**src/rtl/instruction_fetch_unit.sv**
```systemverilog
// ----------------------------------------------------------------------------
// instruction_fetch_unit
//
// Purpose:
//   Owns the program counter. It fetches one instruction word per request from
//   the control unit and delivers it to the instruction register. A fetch reads
//   the instruction memory at PC, waits IM_LATENCY cycles, presents the word on
//   out_to_IR, pulses loadIR for one cycle, and then advances PC. The unit also
//   supports jumps (PC load) and a sticky halt.
//
// Ports:
//   clk          in   system clock; all state updates on the rising edge
//   reset        in   synchronous, active-high reset
//   fetch_en     in   request for the next instruction (sampled only in IDLE)
//   pc_load      in   load PC with pc_load_addr (jump/branch)
//   pc_load_addr in   jump target
//   halt         in   stop fetching; sticky until reset
//   im_data      in   instruction memory read data
//   im_addr      out  instruction memory address (always equals pc)
//   im_rd        out  instruction memory read strobe (high in ISSUE only)
//   out_to_IR    out  captured instruction word for the IR
//   loadIR       out  one-cycle IR load strobe
//   pc           out  current program counter
//   busy         out  fetch in progress (ISSUE, WAIT, LOAD)
//   halted       out  unit is in HALTED
// ----------------------------------------------------------------------------
module instruction_fetch_unit #(
   parameter int ADDR_W     = 12,
   parameter int DATA_W     = 16,
   parameter int IM_LATENCY = 1,
   parameter int RESET_PC   = 0
) (
   input  logic              clk,
   input  logic              reset,
   input  logic              fetch_en,
   input  logic              pc_load,
   input  logic [ADDR_W-1:0] pc_load_addr,
   input  logic              halt,
   input  logic [DATA_W-1:0] im_data,
   output logic [ADDR_W-1:0] im_addr,
   output logic              im_rd,
   output logic [DATA_W-1:0] out_to_IR,
   output logic              loadIR,
   output logic [ADDR_W-1:0] pc,
   output logic              busy,
   output logic              halted
);

   typedef enum logic [2:0] {
      S_IDLE   = 3'd0,
      S_ISSUE  = 3'd1,
      S_WAIT   = 3'd2,
      S_LOAD   = 3'd3,
      S_HALTED = 3'd4
   } state_t;

   // Latency is limited to 1..4, so the wait counter fits in two bits.
   localparam logic [1:0]        CNT_INIT = 2'(IM_LATENCY - 1);
   localparam logic [ADDR_W-1:0] PC_INIT  = ADDR_W'(RESET_PC);

   state_t            r_state;
   state_t            w_next_state;
   logic [ADDR_W-1:0] r_pc;
   logic [DATA_W-1:0] r_out;
   logic [1:0]        r_cnt;
   logic              r_jmp_pend;
   logic [ADDR_W-1:0] r_jmp_addr;
   logic              r_halt_pend;
   logic              w_busy;

   assign w_busy = (r_state == S_ISSUE) || (r_state == S_WAIT) || (r_state == S_LOAD);

   // State register
   always_ff @(posedge clk) begin
      if (reset) begin
         r_state <= S_IDLE;
      end else begin
         r_state <= w_next_state;
      end
   end

   // Next-state logic
   always_comb begin
      w_next_state = r_state;
      case (r_state)
         S_IDLE: begin
            // halt wins over a simultaneous fetch request
            if (halt)          w_next_state = S_HALTED;
            else if (fetch_en) w_next_state = S_ISSUE;
         end
         S_ISSUE: w_next_state = S_WAIT;
         S_WAIT: begin
            if (r_cnt == 2'd0) w_next_state = S_LOAD;
         end
         S_LOAD: begin
            // A halt seen at any point during the fetch takes effect here.
            if (r_halt_pend || halt) w_next_state = S_HALTED;
            else                     w_next_state = S_IDLE;
         end
         S_HALTED: w_next_state = S_HALTED;
         default:  w_next_state = S_IDLE;
      endcase
   end

   // Program counter, wait counter, pending jump/halt
   always_ff @(posedge clk) begin
      if (reset) begin
         r_pc        <= PC_INIT;
         r_cnt       <= 2'd0;
         r_jmp_pend  <= 1'b0;
         r_halt_pend <= 1'b0;
      end else begin
         case (r_state)
            S_IDLE: begin
               // Loading here feeds the new address into a same-cycle fetch.
               if (!halt && pc_load) r_pc <= pc_load_addr;
            end
            S_ISSUE: begin
               r_cnt <= CNT_INIT;
            end
            S_WAIT: begin
               if (r_cnt != 2'd0) r_cnt <= r_cnt - 2'd1;
            end
            S_LOAD: begin
               // A jump asserted in this very cycle is the latest one and wins.
               if (pc_load)         r_pc <= pc_load_addr;
               else if (r_jmp_pend) r_pc <= r_jmp_addr;
               else                 r_pc <= r_pc + 1'b1;  // wraps modulo 2^ADDR_W
               r_jmp_pend  <= 1'b0;
               r_halt_pend <= 1'b0;
            end
            default: ;
         endcase
         // Requests arriving mid-fetch are deferred to the LOAD cycle.
         if ((r_state == S_ISSUE) || (r_state == S_WAIT)) begin
            if (pc_load) r_jmp_pend  <= 1'b1;
            if (halt)    r_halt_pend <= 1'b1;
         end
      end
   end

   always_ff @(posedge clk) begin
      if (pc_load && w_busy) r_jmp_addr <= pc_load_addr;
   end

   // Captured instruction word
   always_ff @(posedge clk) begin
      if (reset) begin
         r_out <= '0;
      end else if ((r_state == S_WAIT) && (r_cnt == 2'd0)) begin
         r_out <= im_data;
      end
   end

   assign im_addr   = r_pc;
   assign pc        = r_pc;
   assign im_rd     = (r_state == S_ISSUE);
   assign loadIR    = (r_state == S_LOAD);
   assign busy      = w_busy;
   assign halted    = (r_state == S_HALTED);
   assign out_to_IR = r_out;

endmodule

```
**config.mk**
```make
export PLATFORM = sky130hd
export DESIGN_NAME = instruction_fetch_unit
export DESIGN_NICKNAME = d
export VERILOG_FILES = /design/src/rtl/instruction_fetch_unit.sv
export SDC_FILE = /design/constraint.sdc
export NUM_CORES = 1
export LEC_CHECK = 0
export CORE_MARGIN = 3
export CORE_UTILIZATION = 45
export DETAILED_ROUTE_END_ITERATION = 8
export GPL_ROUTABILITY_DRIVEN = 0
export GPL_TIMING_DRIVEN = 0
export PLACE_DENSITY_LB_ADDON = 0.2
export SYNTH_ARGS = -nofsm -noshare
export SYNTH_HDL_FRONTEND = slang
export SYNTH_SLANG_ARGS = --single-unit
```
**constraint.sdc**
```tcl
create_clock -name clk -period 1.8 [get_ports clk]
set_input_delay 0.27 -clock clk [delete_from_list [all_inputs] [get_ports clk]]
set_output_delay 0.27 -clock clk [all_outputs]
set_load 0.02 [all_outputs]
```
---- Yosys cells after proc, flatten, opt, wreduce, memory -nomap -nowiden ----
Cells that the tools add are included.
word-level totals
  input bits .............................. 33
  output and inout port bits .............. 44
  register bits ........................... 47
  logic and storage cells ................. 49
operators by class
  mux-type cells .......................... 17
  reduce and logical (&&, ||, !) cells .... 15
  $add $sub $neg .......................... 2
  equal/unequal tests ..................... 8
operators by type and width
  cell                                                                     number
  12-bit 2-to-1 mux                                                        3
  12-bit case mux with 2 select lines                                      1
  3-bit case mux with 5 select lines                                       1
  12-bit by 1-bit adder with 12-bit output, second input constant          1
  3-bit 2-to-1 mux                                                         4
  3-bit by 2-bit equality test with 1-bit output, second input constant    2
  1-bit 2-to-1 mux                                                         6
  2-bit AND reduction                                                      3
  2-bit nonzero test                                                       3
  2-bit by 1-bit inequality test with 1-bit output, second input constant  2
  2-bit case mux with 2 select lines                                       1
  3-bit by 1-bit equality test with 1-bit output, second input constant    1
  3-bit equality test, second input constant                               1
  1-bit logical AND                                                        3
  3-bit zero test                                                          1
  1-bit logical OR                                                         3
  3-bit inequality test, second input constant                             1
  2-bit zero test                                                          1
  2-bit 2-to-1 mux                                                         1
  2-bit inequality test, second input constant                             1
  2-bit by 1-bit subtractor with 2-bit output, second input constant       1
  1-bit zero test                                                          1

---- Longest topological paths before layout ----
Gate-level depths: netlist (run 1).
  depth in word-level cells ............... 4
  gate-level depth with buffers ........... 7
  depth with buffers taken out ............ 6

---- Worst setup path before layout (run 1) ----
No wires, ideal clock.
  path type ............................... reg2reg
  start ................................... reg r_state[1]
  end ..................................... reg r_jmp_addr[0] (enable)
  data arrival time ....................... 1.354 ns
  required time ........................... 1.441 ns
  stages on the path, launching flop included .. 5
  setup time .............................. 0.359 ns
  setup slack ............................. 0.087 ns
  buffers on the path ..................... 1
  clock period less this slack ............ 1.713 ns
  cells stage by stage .................... dfxtp_1 buf_2 nor2_1 nor2_1 and2_1
on the way
  word-level cells in the longest chain between the ends .. 4
  elaborated cells between the ends (all ways) .. 6
  those cells by class .................... eq/ne: 3; reduce/logical: 3
ends and longest elaborated chain
  element                                                                                                           RTL line  source
  from (decl)                                                                                                       61        state_t r_state;
  from (signal assigned)                                                                                            78        r_state <= w_next_state;
  3-bit by 1-bit equality test with 1-bit output or 3-bit by 2-bit equality test with 1-bit output (tied branches)  71        assign w_busy = (r_state == S_ISSUE) || (r_state == S_WAIT) || (r_state == S_LOAD);
  1-bit logical OR                                                                                                  71
  1-bit logical OR *                                                                                                71
  net busy                                                                                                          45        output logic busy,
  1-bit logical AND *                                                                                               143       if (pc_load && w_busy) r_jmp_addr <= pc_load_addr;
  to (signal assigned)                                                                                              143
  to (decl)                                                                                                         67        logic [ADDR_W-1:0] r_jmp_addr;
Mark *: on every way through the listed nets, which the timed path passes. The rest lies on a longest branch.
A chain may end at the register's enable or synchronous reset.

---- Worst setup path in the final report (run 1) ----
  start ................................... reg r_state[0]
  end ..................................... reg r_pc[9], in the netlist im_addr[9]
on the way
  word-level cells in the longest chain between the ends .. 3
  elaborated cells between the ends (all ways) .. 6
  those cells by class .................... eq/ne: 2; mux: 1; reduce/logical: 3
ends and longest elaborated chain
  element                                                                            RTL line  source
  3-bit zero test or 3-bit by 2-bit equality test with 1-bit output (tied branches)  113       case (r_state)
  2-bit inequality test (no source line) or 2-bit nonzero test (tied branches)       --
  2-bit AND reduction (no source line)                                               --
  to (signal assigned)                                                               116       if (!halt && pc_load) r_pc <= pc_load_addr;
  to (signal assigned)                                                               126       if (pc_load) r_pc <= pc_load_addr;
  to (signal assigned)                                                               127       else if (r_jmp_pend) r_pc <= r_jmp_addr;
  to (decl)                                                                          63        logic [ADDR_W-1:0] r_pc;
Parallel ways exist; a longest one is shown, timed or not.

==> flow_summary.json, run 1 <==
{
  "yosysSeqAreaShare": 0.472,
  "start_util": 0.470,
  "coreArea_um2": 4790,
  "fin_area_um2": 3200,
  "violations": "setup timing",
  "syn_nets": 292,
  "worst-setup-path-type": "reg2reg",
  "first_global_vias": 2029,
  "die_x_um": 76.7,
  "worst-path-max-fanout": 10,
  "pwr-share-comb": 0.217,
  "netlist_instances": 257,
  "area_growth_pct": 42.5,
  "critPathCaptureType": "flop",
  "grt_usage": 0.192,
  "dieHeight_um": 76.7,
  "ant_nets": 0,
  "n_antenna_cell": 0,
  "cts.sinks": 47,
  "synth_top_area_frac": 0.312,
  "synth_edf_count": 12,
  "vias": 2133,
  "clock-root-buffer": "clkbuf_8",
  "ctsLongestPathBuffers": 2,
  "synth_most_common_cell": "nand2_1",
  "dp_hpwl_mm": 4.18,
  "nNetsFinal": 374,
  "numCtsBuffers": 5,
  "cap_violations": 0,
  "fmax_mhz": 555,
  "netlist_area_um2": 2250,
  "grt-ovfl-total": 0,
  "synth-seq-cells": 47,
  "power_switching_uw": 641,
  "fin_hold_ws_ps": 383,
  "fin_crit_sh": 1.00,
  "wl_per_cell_um": 14.2,
  "worst_slew_pin_slew_ps": 560,
  "syn_area_per_cell_um2": 8.74,
  "p_clk_frac": 0.269,
  "rows": 25,
  "slowest_delay_ps": 520,
  "grt_max_degree": 14,
  "maxSlewHeadroom": 0.626,
  "dr.first_iter.drc_count": 102,
  "async_flop_share": 0,
  "hold_buffers": 0,
  "dieArea_um2": 5880,
  "period_needed_ps": 1800,
  "clock_latency_ps": 300,
  "setup-violations-final": 1,
  "fillers": 409,
  "vdd_drop_max_uv": 446,
  "antenna_found_initial": 0,
  "p_total_mw": 2.30,
  "wl_mm": 5.77,
  "drv_slew": 0,
  "placed_area_um2": 3070,
  "final.setup.tns_ps": -2.89,
  "drc": 0,
  "yosysTopAreaCell": "dfxtp_1",
  "synth_warnings": 0,
  "cp.arrival_ps": 1960,
  "synth_cell_types": 38,
  "clock-skew-final_ps": 6.57,
  "min_path_type": "in2reg",
  "path_clk_slew_ps": 80,
  "crit_required_ps": 1960,
  "slowest_stage": "or4b_4",
  "cts_tree": "built",
  "numPortBuffers": 74,
  "status": "finished with violations",
  "p_int_mw": 1.66,
  "ys.flop_type": "dfxtp_1",
  "grt_pass1_wl_mm": 9.36,
  "crit_chain": "buf_6, or4b_4, a21oi_4, buf_4, nor2b_1, a31oi_1, o22ai_1",
  "power.density_nw_per_um2": 719,
  "htreeDepth": 2,
  "worstSetupStartpointType": "flop",
  "pin_count": 77,
  "synth_commonest_cells": "nand2_1 (46), dfxtp_1 (35), a21oi_1 (26)",
  "leakagePower_nw": 1.14,
  "pwr-share-seq": 0.514,
  "hold_violations": 0,
  "drtPass1Iterations": 5,
  "fin_ws_ps": -2.89,
  "grt_setup_unrepaired": "true",
  "drive_gt1_frac": 0.141,
  "ys_top_cells_by_area": "dfxtp_1 (31%), edfxtp_1 (16%), nand2_1 (7.7%), a21oi_1 (5.8%), buf_4 (4.3%)",
  "switching_share": 0.278,
  "avgViaCountPerCell": 5.24
}
## cells in the final DEF, fill, tap and decap left out, types with 4 or more instances in the layout
cell type and instances:
a211oi_1 5, a21oi_1 26, a22oi_1 6, buf_4 13, clkbuf_1 10, clkbuf_8 5
clkdlybuf4s50_1 69, dfxtp_1 28, dfxtp_2 7, edfxtp_1 12, inv_1 5, nand2_1 45
nand3_1 6, nor2_1 20, nor2b_1 4, nor3_1 5, o21ai_0 11, xnor2_1 4
xor2_1 5
## final timing paths
kind / startpoint / end / slack [ps] / cells past startpoint
min reg2reg: out_to_IR[11] / out_to_IR[11] / 460 / 2
max reg2reg: r_state[0] / im_addr[9] / -3 / 7
max: r_state[0] / im_addr[9] / -3 / 7
min: halt / r_halt_pend / 380 / 3
## timing repair
| action | CTS | global route |
|---|---|---|
| setup buffers | 0 | 1 |
| pin swaps | 0 | 2 |
| gates cloned | 0 | 1 |
| endpoints found under the setup margin | 14 | 43 |
| gates resized for setup | 13 | 17 |
## registers in the layout (all words and copies together), names as in the netlist
name / flops
im_addr: 12
out_to_IR: 16
r_cnt: 2
r_halt_pend: 1
r_jmp_addr: 12
r_jmp_pend: 1
r_state: 3
## cells by family (layout without fill, tap and decap cells)
group                    count (synthesis)  in the layout  synth area share
AO/OA/AOI/OAI                           62             62             0.180
adder cells (fa/ha/maj)                  2              2            0.0111
XOR/XNOR                                 9              9            0.0351
buffers and inverters                   34            117            0.0863
AND/OR/NAND/NOR                        100            100             0.202
flip-flops                              47             47             0.472
multiplexers                             3              3            0.0134
## power by group through the flow
stage | Sequential [mW] | Clock [mW] | Combinational (mW)
2_1_floorplan | 1.23 | 0 | 0.237
3_3_place_gp | 1.20 | 0 | 0.487
3_5_place_dp | 1.20 | 0 | 0.493
4_1_cts | 1.18 | 0.626 | 0.494
5_1_grt | 1.19 | 0.667 | 0.537
6_report | 1.18 | 0.619 | 0.500
## metrics by stage
step                       util  cells  setup slack (ps)
after floorplan               -    257              86.9
after global placement    0.642    398              -269
after detailed placement  0.642    398              -289
after CTS                 0.662    406              6.84
after global routing      0.669    407             -78.2
final                     0.669    407             -2.89
## layout make-up
cell class / count / area (um^2) / share of cell area
Clock inverter: 1 / 5.00 / 0.00156
Buffer: 28 / 184 / 0.0574
Sequential cell: 47 / 1070 / 0.334
Multi-Input combinational cell: 176 / 1010 / 0.317
Timing Repair Buffer: 76 / 751 / 0.234
Tap cell: 67 / 83.8 / 0.0262
Inverter: 5 / 18.8 / 0.00586
Clock buffer: 7 / 76.3 / 0.0238
## metal layers
metal	up-vias	track usage	part of all wire
li1	1052	-	-
met1	997	0.230	0.43
met2	77	0.348	0.51
met3	7	0.0376	0.054
met4	0	0.0507	0.0088
met5	-	0	0
## worst max-delay path: cells and delay by family, from the launching register on
family          cells  cell delay (ps)
compound gates      3              490
simple gates        2              560
flops               1              310
buf+inv             2              300
(Power assumes the default switching activity.)
==> run 2: changes to the inputs <==
--- a/config.mk
+++ b/config.mk
@@ -5,7 +5,7 @@
 export SDC_FILE = /design/constraint.sdc
 export NUM_CORES = 1
 export LEC_CHECK = 0
-export CORE_MARGIN = 3
+export CORE_MARGIN = 4
 export CORE_UTILIZATION = 45
 export DETAILED_ROUTE_END_ITERATION = 8
 export GPL_ROUTABILITY_DRIVEN = 0
==> run 2 against run 1 <==
  * The flow now finishes without violations
  * Clock power is 21% higher
  * Core utilization is 2.0 points higher
  * Design area is 3.0% higher
  * Clock-buffer cell count stayed put
  * Final cell count is 0.98% higher
  * Via count is 0.56% higher
  * Routed wire length is 1.9% higher
  * Largest power group unchanged
  * Hold slack better by 5.6 ps
  * Non-clock buffer count is 4 higher
  * Critical path type unchanged
==> flow_summary.json, run 2 (same netlist as run 1, synthesis figures left out) <==
{
  "ctsLongestPathBuffers": 2,
  "p_int_mw": 1.79,
  "final.setup.tns_ps": 0,
  "cp.arrival_ps": 1960,
  "worst_slew_pin_slew_ps": 614,
  "drv_slew": 0,
  "path_clk_slew_ps": 90,
  "final_cell_mix": "clkdlybuf4s50_1 (69), nand2_1 (45), a21oi_1 (26)",
  "fin_crit_sh": 0.972,
  "antenna_found_initial": 0,
  "power_switching_uw": 655,
  "fillers": 400,
  "clock_latency_ps": 290,
  "htreeDepth": 2,
  "ant_nets": 0,
  "wl_mm": 5.88,
  "numPortBuffers": 74,
  "vdd_drop_max_uv": 531,
  "clock-skew-final_ps": 3.17,
  "drtPass1Iterations": 4,
  "start_util": 0.470,
  "n_antenna_cell": 0,
  "coreArea_um2": 4790,
  "path_delay_family": "simple AND/OR/NAND/NOR gates",
  "period_needed_ps": 1750,
  "min_path_type": "in2reg",
  "vias": 2145,
  "clock-root-buffer": "clkbuf_8",
  "switching_share": 0.268,
  "maxSlewHeadroom": 0.590,
  "cts.sinks": 47,
  "die_x_um": 78.7,
  "grt_pass1_wl_mm": 9.52,
  "wl_per_cell_um": 14.3,
  "pwr-share-seq": 0.483,
  "worst-path-max-fanout": 7,
  "dieArea_um2": 6190,
  "first_global_vias": 2058,
  "fmax_mhz": 572,
  "area_growth_pct": 46.8,
  "final_common_cell": "clkdlybuf4s50_1",
  "drive_gt1_frac": 0.174,
  "setup-violations-final": 0,
  "nNetsFinal": 378,
  "grt-ovfl-total": 0,
  "grt_max_degree": 15,
  "fin_ws_ps": 50.2,
  "pin_count": 77,
  "p_clk_frac": 0.304,
  "cts_tree": "built",
  "slowest_delay_ps": 530,
  "dr.first_iter.drc_count": 136,
  "hold_violations": 0,
  "numCtsBuffers": 5,
  "avgViaCountPerCell": 5.22,
  "pre_cts_slack_ps": -298,
  "slowest_stage": "or4b_4",
  "dieHeight_um": 78.7,
  "largest_register_ffs": 16,
  "leakagePower_nw": 1.19,
  "worst-setup-path-type": "reg2reg",
  "dp_hpwl_mm": 4.25,
  "worstSetupStartpointType": "flop",
  "drc": 0,
  "pwr-share-comb": 0.212,
  "crit_buf_inv": 1,
  "status": "finished clean",
  "rows": 25,
  "hold_buffers": 0,
  "cap_violations": 0,
  "power.density_nw_per_um2": 743,
  "grt_usage": 0.193,
  "crit_required_ps": 2010,
  "crit_chain": "or4b_4, a21oi_4, buf_6, nor2_1, a311oi_2",
  "critPathCaptureType": "flop"
}
==> run 2: path summary, 6_finish.rpt <==
path	from	end	slack, ps	cells after the start
hold / removal	halt	r_halt_pend	390	3
hold reg to reg	out_to_IR[13]	out_to_IR[13]	460	2
setup / recovery	r_state[0]	im_addr[11]	50	5
setup reg to reg	r_state[0]	im_addr[11]	50	5
==> run 2: per-stage QoR <==
| step | instances | util | power [mW] | cell area, um^2 | hold WS, ps |
|---|---|---|---|---|---|
| after floorplan | 257 | - | 1.47 | 2250 | 369 |
| after global placement | 398 | 0.642 | 1.69 | 3070 | 441 |
| after detailed placement | 398 | 0.642 | 1.70 | 3070 | 447 |
| after CTS | 406 | 0.670 | 2.44 | 3210 | 439 |
| after global routing | 411 | 0.689 | 2.57 | 3300 | 386 |
| final | 411 | 0.689 | 2.45 | 3300 | 388 |
==> run 2: routing by layer <==
metal	global-route usage	part of all wire	vias to the layer above	routed length, um
li1	-	-	1059	-
met1	0.243	0.45	1017	2620
met2	0.322	0.49	65	2890
met3	0.0505	0.056	4	327
met4	0.0647	0.0060	0	35
met5	0	0	-	0
==> run 2: final cells by class <==
class,instances,area [um^2],share of cell area
Timing Repair Buffer,82,802,0.243
Clock inverter,1,5.00,0.00152
Clock buffer,7,108,0.0326
Buffer,26,171,0.0520
Tap cell,67,83.8,0.0254
Inverter,5,18.8,0.00569
Sequential cell,47,1080,0.326
Multi-Input combinational cell,176,1030,0.314
==> run 2: what timing repair did <==
item / CTS / global route
gates resized for setup: 16 / 20
endpoints found under the setup margin: 23 / 41
gates cloned: 0 / 1
endpoints found under the hold margin: 0 / 0
pin swaps: 1 / 3
buffers inserted: 0 / 7
==> run 2: worst reg2reg max path, delay by kind of cell, from the launching register on <==
| family | cells | cell delay [ps] |
|---|---|---|
| buffers and inverters | 1 | 170 |
| DFF | 1 | 370 |
| AOI/OAI and AO/OA | 2 | 550 |
| and+or+nand+nor | 2 | 580 |
==> run 2: power groups by stage <==
stage | clock network, mW | registers (mW) | logic, mW
after floorplan | 0 | 1.23 | 0.237
after global placement | 0 | 1.20 | 0.488
after detailed placement | 0 | 1.20 | 0.495
after CTS | 0.765 | 1.18 | 0.497
after global routing | 0.813 | 1.20 | 0.558
final | 0.746 | 1.18 | 0.520
==> run 3: changes to the inputs <==
--- a/config.mk
+++ b/config.mk
@@ -5,6 +5,8 @@
 export SDC_FILE = /design/constraint.sdc
 export NUM_CORES = 1
 export LEC_CHECK = 0
+export CAP_MARGIN = 10
+export CORE_ASPECT_RATIO = 0.7
 export CORE_MARGIN = 4
 export CORE_UTILIZATION = 45
 export DETAILED_ROUTE_END_ITERATION = 8
==> run 3 against run 2 <==
  * Design area decreased by 2.0%
  * Register-to-register slack about the same
  * Core utilization decreased by 1.7 points
  * Routed wire length increased by 2.8%
  * Largest cell class unchanged
  * Fmax decreased by 0.58%
  * First-iteration DRC count decreased by 19%
  * Final cell count decreased by 0.49%
  * Setup slack got worse by 10 ps
  * Sequential power about the same
==> flow_summary.json, run 3 (same netlist as run 1, synthesis figures left out) <==
{
  "status": "finished clean",
  "pre_cts_slack_ps": -326,
  "period_needed_ps": 1760,
  "worstSetupStartpointType": "flop",
  "cts.sinks": 47,
  "worst-setup-path-type": "reg2reg",
  "reg2reg_from": "r_state[0]",
  "final_common_cell": "clkdlybuf4s50_1",
  "r2r-end": "im_addr[8]",
  "hold_violations": 0,
  "dieArea_um2": 6210,
  "crit_chain": "or4b_4, a21oi_4, buf_6, nor2_1, a311oi_2",
  "crit_required_ps": 2010,
  "crit_buf_inv": 1,
  "dp_hpwl_mm": 4.36,
  "vdd_drop_max_uv": 605,
  "drive_gt1_frac": 0.159,
  "drtPass1Iterations": 4,
  "critPathCaptureType": "flop",
  "fin_ws_ps": 40.0,
  "grt_usage": 0.200,
  "pin_count": 77,
  "cap_violations": 0,
  "fillers": 418,
  "avgViaCountPerCell": 5.17,
  "die_x_um": 92.5,
  "numPortBuffers": 74,
  "ctsLongestPathBuffers": 2,
  "n_antenna_cell": 0,
  "placed_area_um2": 3070,
  "first_global_vias": 1964,
  "path_clk_slew_ps": 90,
  "numCtsBuffers": 5,
  "wl_mm": 6.04,
  "fmax_mhz": 568,
  "crit_start": "r_state[0]",
  "largest_register_ffs": 16,
  "coreArea_um2": 4810,
  "final_cells": 409,
  "critPathCapture": "im_addr[8]",
  "setup-violations-final": 0,
  "ant_nets": 0,
  "rows": 21,
  "ff2ff_setup_slack_ps": 40,
  "crit_cells": 5,
  "fin_crit_sh": 0.978,
  "fin_area_um2": 3230,
  "cts_tree": "built",
  "clock-skew-final_ps": 9.57,
  "reg2reg_depth": 5,
  "area_growth_pct": 43.9,
  "min_path_type": "in2reg",
  "nNetsFinal": 374,
  "antenna_found_initial": 0,
  "slowest_delay_ps": 530,
  "path_delay_family": "simple AND/OR/NAND/NOR gates",
  "cp.arrival_ps": 1970,
  "maxSlewHeadroom": 0.618,
  "grt_setup_unrepaired": "true",
  "dr.first_iter.drc_count": 110,
  "clock-root-buffer": "clkbuf_8",
  "clock_latency_ps": 300,
  "dp.cells": 400,
  "dieHeight_um": 67.1,
  "final.setup.tns_ps": 0,
  "start_util": 0.467,
  "slowest_stage": "or4b_4",
  "htreeDepth": 2,
  "hold_buffers": 0,
  "wl_per_cell_um": 14.8,
  "drv_slew": 0,
  "grt-ovfl-total": 0,
  "worst_slew_pin_slew_ps": 573,
  "worst-path-max-fanout": 9,
  "leakagePower_nw": 1.15,
  "grt_max_degree": 14,
  "drc": 0,
  "final_cell_mix": "clkdlybuf4s50_1 (69), nand2_1 (45), a21oi_1 (26)",
  "grt_pass1_wl_mm": 9.69,
  "vias": 2113,
  "power.density_nw_per_um2": 726
}
[run 3: changes by cell type in the layout (fill, tap and decap cells not counted), sizes merged]
cell           previous run  this run
clkdlybuf4s15             1         0
buf                      22        19
[run 3: power by group]
part | total (mW) | switching, mW | internal [mW]
combinational | 0.505 | 0.248 | 0.257
clock | 0.654 | 0.346 | 0.308
sequential | 1.19 | 0.0550 | 1.13
total | 2.35 | 0.649 | 1.70
[run 3: metrics by stage]
step	power [mW]	hold WS, ps	utilization
3_5_place_dp	1.70	446	0.639
3_3_place_gp	1.69	441	0.639
5_1_grt	2.44	439	0.672
4_1_cts	2.33	457	0.662
2_1_floorplan	1.47	369	-
6_report	2.35	387	0.672
[run 3: area by class of cell]
cell class / instances / area, um^2 / share of cell area
tap: 69 / 86.3 / 0.0267
multi-input combinational: 176 / 1030 / 0.317
inverter: 5 / 18.8 / 0.00580
sequential: 47 / 1080 / 0.334
timing repair buffer: 77 / 761 / 0.235
buffer: 27 / 173 / 0.0534
clock buffer: 7 / 86.3 / 0.0267
clock inverter: 1 / 3.75 / 0.00116
[run 3: worst min-delay path, delay by kind of cell]
kind	cells	cell delay, ps
buffers and inverters	1	180
AND/OR/NAND/NOR	1	50
AO/OA/AOI/OAI	1	150
[run 3: worst min path at each step]
stage	from	slack [ps]	end	cells past startpoint
after floorplan	pc_load_addr[0]	370	r_jmp_addr[0]	0
after global placement	out_to_IR[10]	440	out_to_IR[10]	2
after detailed placement	out_to_IR[10]	450	out_to_IR[10]	2
after CTS	out_to_IR[10]	460	out_to_IR[10]	2
after global routing	halt	440	r_halt_pend	3
final	halt	390	r_halt_pend	3
[run 3: repair_timing]
action,in CTS,in global routing
endpoints found under the setup margin,25,45
resized for setup,15,24
setup buffers,0,2
pin swaps,1,3
cloned,0,1
[run 3: routing by layer]
| layer | routed length, um | global-route usage | part of all wire | vias up |
|---|---|---|---|---|
| met2 | 2600 | 0.299 | 0.43 | 77 |
| met4 | 61 | 0.0648 | 0.010 | 0 |
| met1 | 2920 | 0.289 | 0.48 | 980 |
| li1 | - | - | - | 1051 |
| met5 | 0 | 0 | 0 | - |
| met3 | 458 | 0.0406 | 0.076 | 5 |
